===== src/rtl/timer_pkg.sv =====
// Shared state encoding and BCD constants for the keypad countdown timer.
package timer_pkg;

   typedef enum logic [1:0] {
      ST_IDLE   = 2'd0,
      ST_RUN    = 2'd1,
      ST_PAUSED = 2'd2
   } state_e;

   localparam logic [3:0] DIGIT_MAX       = 4'd9;
   localparam logic [3:0] SEC_TENS_RELOAD = 4'd5;

   function automatic logic is_bcd(input logic [3:0] key);
      return key <= DIGIT_MAX;
   endfunction

endpackage


===== src/rtl/bcd_digit_dec.sv =====
// One stage of the BCD borrow chain: decrements a digit when borrowed from,
// reloading the given value and passing the borrow upward when it was zero.
module bcd_digit_dec (
   input  logic [3:0] digit,
   input  logic       borrow_in,
   input  logic [3:0] reload,
   output logic [3:0] digit_nxt,
   output logic       borrow_out
);

   always_comb begin
      borrow_out = borrow_in && (digit == 4'd0);
      if (!borrow_in)
         digit_nxt = digit;
      else if (digit == 4'd0)
         digit_nxt = reload;
      else
         digit_nxt = digit - 4'd1;
   end

endmodule


===== src/rtl/bcd_countdown_timer.sv =====
// mm:ss BCD countdown timer: keypad shift-in entry, start/pause/resume/clear,
// one-second decrement on tick and a single-cycle done pulse on expiry.
module bcd_countdown_timer
   import timer_pkg::*;
#(
   parameter int MIN_DIGITS = 2
) (
   input  logic                    clock,
   input  logic                    clrn,
   input  logic                    tick,
   input  logic                    key_valid,
   input  logic [3:0]              key_data,
   input  logic                    clear_entry,
   input  logic                    start,
   input  logic                    pause,
   output logic [3:0]              sec_ones,
   output logic [3:0]              sec_tens,
   output logic [4*MIN_DIGITS-1:0] mins,
   output logic                    running,
   output logic                    paused,
   output logic                    zero,
   output logic                    done
);

   // Digit 0 is seconds units, digit 1 seconds tens, digits 2.. are minutes.
   localparam int NDIG = 2 + MIN_DIGITS;

   logic [NDIG-1:0][3:0] dig_q, dig_d, dig_dec, dig_shift;
   logic [NDIG:0]        borrow;
   logic                 borrow_unused;
   state_e               state_q, state_d;
   logic                 done_q, done_d;
   logic                 zero_q, zero_d;
   logic                 running_q, running_d;
   logic                 paused_q, paused_d;

   assign borrow[0]     = 1'b1;
   assign borrow_unused = borrow[NDIG];

   for (genvar gi = 0; gi < NDIG; gi++) begin : g_dec
      bcd_digit_dec u_dec (
         .digit      (dig_q[gi]),
         .borrow_in  (borrow[gi]),
         .reload     ((gi == 1) ? SEC_TENS_RELOAD : DIGIT_MAX),
         .digit_nxt  (dig_dec[gi]),
         .borrow_out (borrow[gi+1])
      );
   end

   assign dig_shift = {dig_q[NDIG-2:0], key_data};

   always_comb begin
      state_d = state_q;
      dig_d   = dig_q;
      done_d  = 1'b0;
      if (clear_entry) begin
         state_d = ST_IDLE;
         dig_d   = '0;
      end else begin
         case (state_q)
            ST_IDLE: begin
               if (start && !zero_q)
                  state_d = ST_RUN;
               else if (key_valid && is_bcd(key_data))
                  dig_d = dig_shift;
            end
            ST_RUN: begin
               if (pause)
                  state_d = ST_PAUSED;
               else if (tick) begin
                  dig_d = dig_dec;
                  // Expiry is detected on the post-decrement value, so the
                  // borrow chain can never wrap past the top digit.
                  if (dig_dec == '0) begin
                     state_d = ST_IDLE;
                     done_d  = 1'b1;
                  end
               end
            end
            ST_PAUSED: begin
               if (start)
                  state_d = ST_RUN;
            end
            default: state_d = ST_IDLE;
         endcase
      end
      zero_d    = (dig_d == '0);
      running_d = (state_d == ST_RUN);
      paused_d  = (state_d == ST_PAUSED);
   end

   always_ff @(posedge clock or negedge clrn) begin
      if (!clrn) begin
         state_q   <= ST_IDLE;
         dig_q     <= '0;
         done_q    <= 1'b0;
         zero_q    <= 1'b1;
         running_q <= 1'b0;
         paused_q  <= 1'b0;
      end else begin
         state_q   <= state_d;
         dig_q     <= dig_d;
         done_q    <= done_d;
         zero_q    <= zero_d;
         running_q <= running_d;
         paused_q  <= paused_d;
      end
   end

   assign sec_ones = dig_q[0];
   assign sec_tens = dig_q[1];
   assign mins     = dig_q[NDIG-1:2];
   assign running  = running_q;
   assign paused   = paused_q;
   assign zero     = zero_q;
   assign done     = done_q;

endmodule


===== config.mk =====
export PLATFORM = sky130hd
export DESIGN_NAME = bcd_countdown_timer
export DESIGN_NICKNAME = d
export VERILOG_FILES = /design/src/rtl/timer_pkg.sv /design/src/rtl/bcd_digit_dec.sv /design/src/rtl/bcd_countdown_timer.sv
export SDC_FILE = /design/constraint.sdc
export NUM_CORES = 1
export LEC_CHECK = 0
export CAP_MARGIN = 30
export CORE_ASPECT_RATIO = 1.1
export CORE_MARGIN = 4
export CORE_UTILIZATION = 38
export DETAILED_ROUTE_END_ITERATION = 8
export DONT_BUFFER_PORTS = 1
export SYNTH_ARGS = -nofsm -noshare
export SYNTH_HDL_FRONTEND = slang
export SYNTH_SLANG_ARGS = --single-unit

===== constraint.sdc =====
create_clock -name clock -period 6.45 [get_ports clock]
set_input_delay 0.3225 -clock clock [delete_from_list [all_inputs] [get_ports clock]]
set_output_delay 0.3225 -clock clock [all_outputs]
set_load 0.005 [all_outputs]

### Yosys cells after proc, flatten, opt, wreduce, memory -nomap -nowiden

Index checks and enable logic that the tools add are counted.

| storage, ports and cells | value |
|---|---|
| flip-flop bits (word level) | 22 |
| latch bits | 0 |
| memory bits (writable) | 0 |
| bits in read-only memories | 0 |
| input port bits | 11 |
| output and inout port bits | 20 |
| logic and storage cells | 55 |
| memories | 0 |

| operators by class | value |
|---|---|
| add/sub/neg operators | 4 |
| multiply operators | 0 |
| div/mod/pow operators | 0 |
| magnitude comparators | 1 |
| equality and inequality tests | 4 |
| shift-type cells | 0 |
| mux-type cells | 25 |
| bitwise gates (word level) | 0 |
| reductions and logical operators | 12 |

Operators by type and width:

| operator | count |
|---|---|
| 16-bit two-way mux | 5 |
| 16-bit logical NOT | 2 |
| 16-bit one-hot mux with 2 select lines | 1 |
| 4-bit two-way mux | 7 |
| 4-bit logical NOT | 4 |
| 4-bit by 1-bit subtractor with 4-bit output (second input constant) | 4 |
| 2-bit two-way mux | 6 |
| 2-bit one-hot mux with 3 select lines | 1 |
| 1-bit two-way mux | 5 |
| 2-bit by 1-bit equality test with 1-bit output (second input constant) | 2 |
| 2-bit equality test (second input constant) | 2 |
| 4-bit less-or-equal comparator (second input constant) | 1 |
| 1-bit logical AND | 4 |
| 2-bit logical NOT | 1 |
| 1-bit logical NOT | 1 |

### Longest topological paths before layout

| depth | value |
|---|---|
| word-level depth | 11 |
| depth in mapped cells | 8 |
| mapped depth without buffers | 6 |

### By module

Synthesis repeated with hierarchy kept, for this count alone.

| unflattened totals | value |
|---|---|
| cells, all modules | 248 |
| area total of the unflattened synthesis | 1923.1 um^2 |

By module, submodules not included:

| module | times used | cells each | area each (um^2) | seq. area each (um^2) |
|---|---|---|---|---|
| bcd_countdown_timer | 1 | 156 | 1312.5 | 551.8 |
| bcd_digit_dec | 4 | 23 | 152.6 | 0.0 |

### Worst setup path before layout

No wires, ideal clock.

| path | value |
|---|---|
| path type | reg2reg |
| start | register dig_q (netlist bit sec_tens[0]) |
| end | register zero_q, in the netlist zero |
| setup time | 75 ps |
| arrival | 2140 ps |
| required time | 6375 ps |
| slack | 4235 ps |
| cell stages (with the launch flop) | 8 |
| buffers on the path | 1 |
| period minus slack after synthesis | 2215 ps |
| cell sequence | dfrtp_1 > buf_2 > nor3_1 > nand4_1 > xor2_1 > a2111oi_2 > or4b_1 > nor3_2 |

RTL lines:

| element | line | text |
|---|---|---|
| from (decl) | bcd_countdown_timer.sv:28 | `logic [NDIG-1:0][3:0] dig_q, dig_d, dig_dec, dig_shift;` |
| from (signal assigned) | bcd_countdown_timer.sv:102 | `dig_q <= dig_d;` |
| to (signal assigned) | bcd_countdown_timer.sv:104 | `zero_q <= zero_d;` |
| to (decl) | bcd_countdown_timer.sv:33 | `logic zero_q, zero_d;` |

==> run_results.csv <==
group,metric,value,unit
floorplan,chipHeight,78.03,um
setup_path,cp-startpoint,"sec_ones[0]$_DFF_PN0_",
cells_and_area,most-common-layout-cells,"21 x sky130_fd_sc_hd__dfrtp_1, 19 x sky130_fd_sc_hd__nor2_1, 14 x sky130_fd_sc_hd__inv_1, 10 x sky130_fd_sc_hd__nor3_1, 9 x sky130_fd_sc_hd__nand4_1",
power_and_ir_drop,worst_vdd_rail_ir_drop,0.07978,mV
power_and_ir_drop,netSwitchingPower,203.9,uW
cells_and_area,leading_cell_type_in_the_layout_fill_and_taps_excluded,"sky130_fd_sc_hd__dfrtp_1",
grt,first_global_vias,1461,
placed_design,hpwl,3.471,mm
sta,rsz0062_at_grt,"no",
floorplan,placeableCoreArea,4317,um^2
synth,flops_latches_synth,22,
synth,synth_top_area_share,31.02,%
setup_path,startpoint_type,"flop",
floorplan,design.die.area,5592,um^2
synth,mappedNetlistNets,207,
run_status,outcome,"finished clean",
power_and_ir_drop,static-leakage-power,0.6907,nW
setup_path,arrival,2.81,ns
floorplan,floorplan.rows,25,
power_and_ir_drop,power_per_cell_area,284.1,nW/um^2
sta,period_needed,2.611,ns
setup_path,data_required_time_at_the_worst_endpoint,6.65,ns
route,vias_per_cell,6.416,
setup_path,reg_to_reg_startpoint,"sec_ones[0]$_DFF_PN0_",
grt,grt_antenna_before_repair,0,
synth,syn-cell-area,1694,um^2
placed_design,place.port_buffers,0,
synth,yosysWarningCount,0,
route,remaining_drc_errors,0,
sta,slew_violations,0,
floorplan,floorplan.initialDensity,39.25,%
clock_network,cts_max_level,1,
clock_network,cts_made_buffers,3,
sta,fmaxAchievable,383.0,MHz
synth,proportion_of_synthesized_chip_area_in_sequential_cells,32.57,%
synth,post_synth_edffs,0,
power_and_ir_drop,power.switching_fraction,41.26,%
synth,synth_top_area_cell,"sky130_fd_sc_hd__dfrtp_1",
sta,timing.final.setup_violations,0,
sta,slew_at_the_pin_closest_to_its_max_slew_limit,0.6627,ns
grt,grt_start_max_net_pins,23,
clock_network,cts_tree,"yes",
cells_and_area,flow.area_growth_from_synthesis,2.659,%
cells_and_area,nNetsFinal,201,
clock_network,clock_sink_count,22,
grt,first_pass_grt_wire_length,7.645,mm
synth,ys_async_sr_fraction,100.0,%
cells_and_area,utilization,40.29,%
power_and_ir_drop,p_int,290.2,uW
sta,finalHoldViolations,0,
sta,fin_skew,0.002350,ns
floorplan,floorplan.io_pins,31,
power_and_ir_drop,clkPwrFrac,20.9,%
grt,track_usage,17.31,%
clock_network,worstSkewPairLatency,0.27,ns
cells_and_area,drive_gt1_share,8.995,%
min_path,worstHoldPathType,"primary input to flop",
route,drt_pass1_iterations,4,
job,max_cap_viol,0,
power_and_ir_drop,comb_power_share,36.9,%
route,detail_route.wirelength,4.793,mm
grt,overflow,0,
setup_path,critical_path_capture_point_type,"flop",
placed_design,place.gp.congestion,0.8243,
setup_path,cp_max_fo,12,
sta,timing.setup.tns,0,ns
min_path,worst_min_delay_path_startpoint,"clear_entry",
route,drt_iter0_markers,168,
synth,ys_types,60,
clock_network,root_buffer_master,"sky130_fd_sc_hd__clkbuf_8",
sta,max_slew_margin,55.48,%
cells_and_area,stdcell_count,243,
route,via_count,1559,
synth,synth.top_cells.by_area,"sky130_fd_sc_hd__dfrtp_1 31%, sky130_fd_sc_hd__buf_6 4.7%, sky130_fd_sc_hd__nor2_1 4.2%, sky130_fd_sc_hd__nand4_1 3.3%, sky130_fd_sc_hd__inv_1 3.1%",
floorplan,fp.dieW,71.66,um
setup_path,worstSetupPathType,"flop to flop",
clock_network,ctsLongestPathBuffers,2,
route,wl_per_cell,19.72,um
cells_and_area,antenna_cells_inserted,0,
placed_design,cell_total_after_placement,237,
route,route.antenna.remaining_nets,0,
sta,share_of_the_clock_period_used_by_the_worst_path,40.48,%
synth,post_synth_inst_count,196,
clock_network,cts_setup_buffers,0,
power_and_ir_drop,pwr-share-seq,42.2,%
clock_network,clkSlewWorstSetupHoldPaths,0.08,ns
synth,synth-main-ff-cell,"sky130_fd_sc_hd__dfrtp_1",
synth,postSynthAreaPerCell,8.643,um^2
## per-stage QoR
step / area, um^2 / setup WS (ns) / hold slack (ns) / total power [mW]
after floorplan: 1694 / 4.235 / 0.02691 / 0.3546
after global placement: 1654 / 3.890 / 0.02763 / 0.3884
after detailed placement: 1654 / 3.889 / 0.02764 / 0.3866
after CTS: 1739 / 3.855 / 0.1042 / 0.4970
after global routing: 1739 / 3.668 / 0.1057 / 0.5254
final: 1739 / 3.839 / 0.1100 / 0.4941
## area by class of cell
type	instances	area, um^2
repair buffers	2	30.03
inverters	14	52.55
flip-flops and latches	22	551.8
clock buffers	4	55.05
multi-input cells	147	982.2
well taps	54	67.56
fillers	454	2577
## synthesized netlist by cell type, types with 2 or more instances
| cell | number |
|---|---|
| sky130_fd_sc_hd__dfrtp_1 | 21 |
| sky130_fd_sc_hd__nor2_1 | 19 |
| sky130_fd_sc_hd__inv_1 | 14 |
| sky130_fd_sc_hd__nor3_1 | 10 |
| sky130_fd_sc_hd__nand4_1 | 9 |
| sky130_fd_sc_hd__a21oi_1 | 8 |
| sky130_fd_sc_hd__buf_6 | 7 |
| sky130_fd_sc_hd__nor4_1 | 7 |
| sky130_fd_sc_hd__nand2_1 | 6 |
| sky130_fd_sc_hd__o21ai_0 | 6 |
| sky130_fd_sc_hd__and2_1 | 5 |
| sky130_fd_sc_hd__o21a_1 | 5 |
| sky130_fd_sc_hd__a221oi_1 | 4 |
| sky130_fd_sc_hd__a31oi_1 | 4 |
| sky130_fd_sc_hd__mux2i_1 | 4 |
| sky130_fd_sc_hd__nand2b_1 | 4 |
| sky130_fd_sc_hd__o31ai_1 | 4 |
| sky130_fd_sc_hd__a41oi_1 | 3 |
| sky130_fd_sc_hd__clkbuf_1 | 3 |
| sky130_fd_sc_hd__nor2b_1 | 3 |
| sky130_fd_sc_hd__a211oi_1 | 2 |
| sky130_fd_sc_hd__buf_2 | 2 |
| sky130_fd_sc_hd__nand3_1 | 2 |
| sky130_fd_sc_hd__nor3_2 | 2 |
| sky130_fd_sc_hd__nor4b_1 | 2 |
| sky130_fd_sc_hd__o211ai_1 | 2 |
| sky130_fd_sc_hd__o21bai_1 | 2 |
| sky130_fd_sc_hd__o41ai_1 | 2 |
| sky130_fd_sc_hd__or2_2 | 2 |
| sky130_fd_sc_hd__or4b_1 | 2 |
## layer usage
layer / share of wire (%) / track usage [%]
met5: 0 / 0
met3: 8.5 / 4.353
met4: 1.3 / 6.015
met1: 43 / 23.33
met2: 47 / 26.75
## worst max-delay path, stage by stage (launching register included)
cell	delay (ns)
sky130_fd_sc_hd__dfrtp_1	0.56
sky130_fd_sc_hd__nor3_1	0.63
sky130_fd_sc_hd__nand4_1	0.27
sky130_fd_sc_hd__xor2_1	0.23
sky130_fd_sc_hd__a2111oi_2	0.12
sky130_fd_sc_hd__or4b_1	0.57
sky130_fd_sc_hd__nor3_2	0.16
## power groups by stage
| stage | Sequential, mW | Clock, mW | Combinational [mW] |
|---|---|---|---|
| 2_1_floorplan | 0.185 | 0 | 0.170 |
| 6_report | 0.208 | 0.103 | 0.182 |
| 5_1_grt | 0.213 | 0.111 | 0.202 |
| 4_1_cts | 0.208 | 0.107 | 0.182 |
| 3_3_place_gp | 0.211 | 0 | 0.178 |
| 3_5_place_dp | 0.211 | 0 | 0.176 |
## registers in the layout, indices dropped and copies added (netlist names)
register,flops
running,1
sec_tens,4
mins,8
paused,1
done,1
zero,1
sec_ones,4
state_q,2
## cells by family (layout without fill, tap and decap cells)
logic type | after synthesis | count (layout) | synth area share, %
flip-flops | 22 | 22 | 32.57
buffers and inverters | 27 | 20 | 9.454
multiplexers | 5 | 5 | 3.028
AO/OA/AOI/OAI | 58 | 58 | 25.70
AND/OR/NAND/NOR | 83 | 83 | 28.73
XOR/XNOR | 1 | 1 | 0.5171
## what timing repair did
| action | in CTS | in global routing |
|---|---|---|
| resized for setup | 0 | 0 |
| hold buffers | 2 | 0 |
| hold endpoints to repair | 22 | 0 |
## final timing paths
path / cells past startpoint / endpoint / slack [ns]
max: 6 / zero$_DFF_PN1_ / 3.84
min: 1 / sec_tens[3]$_DFF_PN0_ / 0.11
max reg2reg: 6 / zero$_DFF_PN1_ / 3.84
min reg2reg: 2 / mins[1]$_DFF_PN0_ / 0.70
max in group asynchronous: 2 / zero$_DFF_PN1_ / 5.76
min in group asynchronous: 2 / sec_ones[1]$_DFF_PN0_ / 0.47
(Power assumes the default switching activity.)
